$ cat config.mk
export PLATFORM = sky130hd
export DESIGN_NAME = spi_flash_reader
export DESIGN_NICKNAME = d
export VERILOG_FILES = /design/src/rtl/spi_flash_reader.sv
export SDC_FILE = /design/constraint.sdc
export NUM_CORES = 1
export LEC_CHECK = 0
export BUFFER_PORTS_ARGS = -buffer_cell sky130_fd_sc_hd__buf_4
export CAP_MARGIN = 20
export CORE_MARGIN = 1.5
export CORE_UTILIZATION = 60
export DETAILED_ROUTE_END_ITERATION = 10
export PLACE_DENSITY_LB_ADDON = 0.12
export SETUP_SLACK_MARGIN = 0.02
export SYNTH_ARGS = -nofsm -noshare
export SYNTH_HDL_FRONTEND = slang
export SYNTH_SLANG_ARGS = --single-unit
$ cat constraint.sdc
create_clock -name clk_i -period 2.9 [get_ports clk_i]
set_clock_uncertainty 0.15 [all_clocks]
set_input_delay 0.58 -clock clk_i [delete_from_list [all_inputs] [get_ports clk_i]]
set_output_delay 0.58 -clock clk_i [all_outputs]
set_load 0.01 [all_outputs]
$ cat src/rtl/spi_flash_reader.sv
// SPI mode-0 READ (0x03) master for the boot/XIP flash.
// Keeps CS low between strictly sequential word reads.
module spi_flash_reader #(
    parameter int SCK_HALF       = 2,
    parameter int HOLD_CYCLES    = 16,
    parameter int CS_HIGH_CYCLES = 4
) (
    input  logic        clk_i,
    input  logic        rst_i,
    input  logic        req_i,
    input  logic [23:0] addr_i,
    output logic [31:0] data_o,
    output logic        ack_o,
    output logic        busy_o,
    output logic        flash_CS,
    output logic        sck_o,
    output logic        mosi_o,
    input  logic        miso_i
);

    typedef enum logic [2:0] {
        S_IDLE,
        S_CMD,
        S_ADDR,
        S_DATA,
        S_HOLD,
        S_DESEL
    } state_t;

    localparam logic [15:0] PH_LAST  = 16'(2 * SCK_HALF - 1);
    localparam logic [15:0] PH_HIGH  = 16'(SCK_HALF);
    localparam logic [15:0] HOLD_LIM = 16'(HOLD_CYCLES);
    localparam logic [15:0] DES_LAST = 16'(CS_HIGH_CYCLES - 2);
    // IDLE supplies the last CS-high cycle, so DESELECT covers the rest
    localparam state_t CS_OFF = (CS_HIGH_CYCLES > 1) ? S_DESEL : S_IDLE;

    state_t      state_q, state_d;
    logic [15:0] ph_q, ph_d;
    logic [4:0]  bcnt_q, bcnt_d;
    logic [15:0] cnt_q, cnt_d;
    logic [21:0] word_q, word_d;
    logic [21:0] last_q, last_d;
    logic [31:0] tx_q, tx_d;
    logic [31:0] rx_q, rx_d;
    logic [31:0] data_q, data_d;
    logic        ack_q, ack_d;
    logic        busy_q, busy_d;
    logic        cs_q, cs_d;
    logic        sck_q, sck_d;
    logic        mosi_q, mosi_d;

    logic        cell_end;
    logic        shifting_d;
    logic [31:0] rx_nx;

    // next-state, shift engine and registered-output computation
    always_comb begin
        state_d  = state_q;
        ph_d     = ph_q;
        bcnt_d   = bcnt_q;
        cnt_d    = cnt_q;
        word_d   = word_q;
        last_d   = last_q;
        tx_d     = tx_q;
        data_d   = data_q;
        ack_d    = 1'b0;
        mosi_d   = mosi_q;
        cell_end = (ph_q == PH_LAST);
        rx_nx    = rx_q;
        if (state_q == S_DATA && ph_q == PH_HIGH)
            rx_nx = {rx_q[30:0], miso_i};
        rx_d     = rx_nx;

        if (state_q == S_CMD || state_q == S_ADDR || state_q == S_DATA)
            ph_d = cell_end ? 16'd0 : ph_q + 16'd1;

        unique case (state_q)
            S_IDLE: begin
                if (req_i && !ack_q) begin
                    word_d  = addr_i[23:2];
                    tx_d    = {8'h03, addr_i[23:2], 2'b00};
                    mosi_d  = tx_d[31];
                    ph_d    = 16'd0;
                    bcnt_d  = 5'd0;
                    state_d = S_CMD;
                end
            end
            S_CMD: begin
                if (cell_end) begin
                    tx_d   = {tx_q[30:0], 1'b0};
                    mosi_d = tx_q[30];
                    if (bcnt_q == 5'd7) begin
                        bcnt_d  = 5'd0;
                        state_d = S_ADDR;
                    end else begin
                        bcnt_d = bcnt_q + 5'd1;
                    end
                end
            end
            S_ADDR: begin
                if (cell_end) begin
                    tx_d   = {tx_q[30:0], 1'b0};
                    mosi_d = tx_q[30];
                    if (bcnt_q == 5'd23) begin
                        bcnt_d  = 5'd0;
                        state_d = S_DATA;
                    end else begin
                        bcnt_d = bcnt_q + 5'd1;
                    end
                end
            end
            S_DATA: begin
                if (cell_end) begin
                    if (bcnt_q == 5'd31) begin
                        bcnt_d  = 5'd0;
                        cnt_d   = 16'd0;
                        ack_d   = 1'b1;
                        data_d  = {rx_nx[7:0], rx_nx[15:8],
                                   rx_nx[23:16], rx_nx[31:24]};
                        last_d  = word_q + 22'd1;
                        state_d = S_HOLD;
                    end else begin
                        bcnt_d = bcnt_q + 5'd1;
                    end
                end
            end
            S_HOLD: begin
                if (req_i && !ack_q) begin
                    if (addr_i[23:2] == last_q) begin
                        word_d  = last_q;
                        ph_d    = 16'd0;
                        bcnt_d  = 5'd0;
                        state_d = S_DATA;
                    end else begin
                        cnt_d   = 16'd0;
                        state_d = CS_OFF;
                    end
                end else if (cnt_q == HOLD_LIM) begin
                    cnt_d   = 16'd0;
                    state_d = CS_OFF;
                end else begin
                    cnt_d = cnt_q + 16'd1;
                end
            end
            S_DESEL: begin
                if (cnt_q == DES_LAST) begin
                    cnt_d   = 16'd0;
                    state_d = S_IDLE;
                end else begin
                    cnt_d = cnt_q + 16'd1;
                end
            end
            default: state_d = S_IDLE;
        endcase

        shifting_d = (state_d == S_CMD) || (state_d == S_ADDR)
                  || (state_d == S_DATA);
        if (state_d != S_CMD && state_d != S_ADDR)
            mosi_d = 1'b0;
        cs_d   = !(shifting_d || state_d == S_HOLD);
        sck_d  = shifting_d && (ph_d >= PH_HIGH);
        busy_d = (state_d != S_IDLE) && (state_d != S_HOLD);
    end

    // state and registered outputs, synchronous reset
    always_ff @(posedge clk_i) begin
        if (rst_i) begin
            state_q <= S_IDLE;
            ph_q    <= 16'd0;
            bcnt_q  <= 5'd0;
            cnt_q   <= 16'd0;
            word_q  <= 22'd0;
            last_q  <= 22'd0;
            tx_q    <= 32'd0;
            rx_q    <= 32'd0;
            data_q  <= 32'd0;
            ack_q   <= 1'b0;
            busy_q  <= 1'b0;
            cs_q    <= 1'b1;
            sck_q   <= 1'b0;
            mosi_q  <= 1'b0;
        end else begin
            state_q <= state_d;
            ph_q    <= ph_d;
            bcnt_q  <= bcnt_d;
            cnt_q   <= cnt_d;
            word_q  <= word_d;
            last_q  <= last_d;
            tx_q    <= tx_d;
            rx_q    <= rx_d;
            data_q  <= data_d;
            ack_q   <= ack_d;
            busy_q  <= busy_d;
            cs_q    <= cs_d;
            sck_q   <= sck_d;
            mosi_q  <= mosi_d;
        end
    end

    assign data_o   = data_q;
    assign ack_o    = ack_q;
    assign busy_o   = busy_q;
    assign flash_CS = cs_q;
    assign sck_o    = sck_q;
    assign mosi_o   = mosi_q;

endmodule

==> qor.yml <==
outcome: "completed"
finalCritPeriodShare_pct: 92.5
cts.sink_count: 182
path_delay_family: "simple AND/OR/NAND/NOR gates"
p_total_mw: 5.35
grt_max_degree: 72
drt-vias-per-instance: 5.80
final_antenna_net_count: 0
drtPass1Iterations: 7
cts_tree: "done"
end_kind: "register"
slew_violations: 0
hp-class: "primary input to register"
cap_violations: 0
drive_gt1_share_pct: 13.6
place.port_buffers: 62
first_global_vias: 6270
worstPathArrival_ns: 2.86
crit_type: "register to register"
nets: 1040
synth_nets: 1002
cpMaxStageDelayCell: "nor4_4"
ys.flop_type: "dfxtp_1"
power_leakage_nw: 3.70
holdBufCountCts: 0
yosysUniqueCellTypes: 52
mappedNetlistArea_um2: 8170
synth-compound-area-share_pct: 14.3
synth.area.mux_share_pct: 4.57
crit_top_cell: "ha_1"
grt_usage_pct: 26.0
vias: 6908
rr_worst_depth: 9
synthAdderAreaFrac_pct: 1.23
rrSetupSlack_ns: 0.22
rsz0062_at_grt: "false"
synth_top_family_by_area: "simple AND/OR/NAND/NOR gates"
worstSkewPairLatency_ns: 0.44
max_stage_delay_ns: 0.49
cts_resized: 0
syn_to_final_growth_pct: 15.5
slew-limit-headroom_pct: 53.2
required_ns: 3.08
cts_buffers: 17
netSwitchingFraction_pct: 24.4
synth_edf_count: 0
avgRoutedWirePerCell_um: 15.3
chipWidth_um: 120
hold_viol_final: 0
pwr-share-clk_pct: 44.5
nFillCells: 1071
start_kind: "register"
share_seq_of_total_power_pct: 48.9
cp_cell_sequence: "ha_1, and3_1, ha_1, nand2_1, nor4_4, nor2_2, nor3b_2, mux2i_1, nor4_1"
synthXorXnorAreaFrac_pct: 7.19
combPwrFrac_pct: 6.6
synthSimpleGateAreaFrac_pct: 24.5
worstSetupPathDepth: 9
clk_pin_slew_ns: 0.07
cp_max_fo: 6
seq_area_frac_synth_pct: 44.6
hold_depth: 3
worst-path-buf-inv: 0
cts-root-buf: "clkbuf_16"
gp_congestion: 0.801
synth_cells: 966
hold_slack_ns: 0.258
ys_ff_latch: 182
dp_hpwl_um: 12100
setup_ws_ns: 0.218
wl_um: 18200
post_dp_cell_area_um2: 8820
ir_worst_vdd_mv: 0.459
antennaDiodeCount: 0
stdcell_area_um2: 9430
synth_area_per_cell_um2: 8.45
die_area_um2: 14300
min_period_ns: 2.68
async_flop_share_pct: 0
timing.fmax_mhz: 373
p_switching_mw: 1.31
htreeDepth: 4
core_area_um2: 13200
p_int_mw: 4.05
yosysWarnings: 0
tightest_slew_ns: 0.702
postCtsSetupRepairBufs: 0
die_height_um: 120
io_pins: 65
num_rows: 42
initial_core_util_pct: 61.7
drt-initial-drc-count: 528
drc: 0
cts_buffer_depth: 2
setup_viol: 0
antenna_found_initial: 0
p_per_area_nw_per_um2: 568
grt-ovfl-total: 0
grt_pass1_wl_um: 30100
pre_cts_ws_ns: -0.0780
-- power groups by stage --
stage	logic [mW]	clock network [mW]	registers [mW]
after global routing	0.393	2.52	2.63
after global placement	0.340	0	2.67
final	0.353	2.38	2.62
after CTS	0.351	2.42	2.62
after detailed placement	0.347	0	2.67
after floorplan	0.232	0	2.66
-- synthesized netlist by cell type (2+ instances only) --
master    count  share of area [%]
a211oi_1     50                4.6
ha_1          8                1.2
o211ai_1      2               0.18
nand4_1      12               0.92
mux2_2        2               0.28
and2_1        7               0.54
nand3_1      23                1.4
nor3_1       23                1.4
xnor2_1      28                3.0
mux2i_1      35                4.3
nor3b_1       3               0.28
nor4_1       11               0.84
o31ai_1       3               0.28
buf_1         4               0.18
nand2b_1      9               0.69
a21oi_1      21                1.3
or3b_2        2               0.21
buf_2         8               0.49
or4_1         3               0.28
dfxtp_1     182                 45
inv_1         8               0.37
or2_2         2               0.15
nor4b_1       4               0.43
nand2_1     128                5.9
and3_1       12               0.92
o21ai_0      12               0.74
and4_1        5               0.54
nor2_1      180                8.3
o21ba_2       2               0.25
a31oi_1       6               0.46
xor2_1       39                4.2
a31o_2        2               0.21
a311oi_1     50                5.4
or3_1         6               0.46
clkbuf_1     55                2.5
a21o_1        3               0.28
-- layout make-up --
class	instances	area (µm²)	share of cell area [%]
Clock inverter	12	155	1.64
Clock buffer	19	453	4.80
Sequential cell	182	3640	38.6
Timing Repair Buffer	86	683	7.24
Tap cell	176	220	2.33
Inverter	8	30.0	0.318
Multi-Input combinational cell	709	4250	45.0
-- cell usage in the layout (no fill, tap or decap), types with 4 or more instances in the layout --
cell type / n
o21ai_0: 12
inv_8: 4
nand3_1: 23
xor2_1: 39
or3_1: 6
nor3_1: 23
a311oi_1: 50
nand2b_1: 8
and2_1: 7
inv_1: 8
a31oi_1: 6
a21oi_1: 20
and3_1: 12
clkbuf_16: 17
ha_1: 8
dfxtp_1: 182
nand4_1: 12
a211oi_1: 50
xnor2_1: 28
mux2i_1: 35
nand2_1: 127
nor2_1: 179
nor4_1: 11
inv_6: 4
buf_4: 83
and4_1: 5
-- through the flow --
step / TNS [ns] / util [%] / std cells
5_1_grt: 0 / 71.2 / 1192
3_5_place_dp: -0.565 / 66.6 / 1161
2_1_floorplan: 0 / - / 966
6_report: 0 / 71.2 / 1192
4_1_cts: 0 / 71.2 / 1192
3_3_place_gp: 0 / 66.6 / 1161
-- worst min-delay path: cells and delay by family --
family / cells / cell delay (ns)
buffers and inverters: 1 / 0.08
and+or+nand+nor: 1 / 0.08
muxes: 1 / 0.07
-- worst paths after layout --
kind | to | startpoint
worst max-delay path | cnt_q[7]$_SDFFE_PP0P_ | bcnt_q[0]$_SDFFE_PP0P_
worst min-delay path | rx_q[0]$_SDFF_PP0_ | miso_i
worst max register to register | cnt_q[7]$_SDFFE_PP0P_ | bcnt_q[0]$_SDFFE_PP0P_
worst min register to register | tx_q[24]$_SDFFE_PP0P_ | tx_q[24]$_SDFFE_PP0P_
-- cell families after synthesis --
group / after synthesis
buf+inv: 75
simple gates: 439
compound gates: 158
mux: 37
xor+xnor: 67
flops: 182
fa+ha+maj: 8
-- routing by layer --
layer | GRT usage, % | up-vias | part of all wire, %
li1 | - | 3482 | -
met4 | 9.30 | 0 | 1.8
met1 | 36.4 | 3229 | 48
met3 | 6.13 | 35 | 5.6
met5 | 0 | - | 0
met2 | 39.2 | 162 | 45
-- sequential cells by signal, summed over array words and instances, names as in the netlist, 3 cells and up --
register	cells
data_o	32
state_q	3
rx_q	32
tx_q	29
bcnt_q	5
word_q	22
cnt_q	16
ph_q	16
last_q	22
No activity file was read; power rests on OpenSTA's default activity.
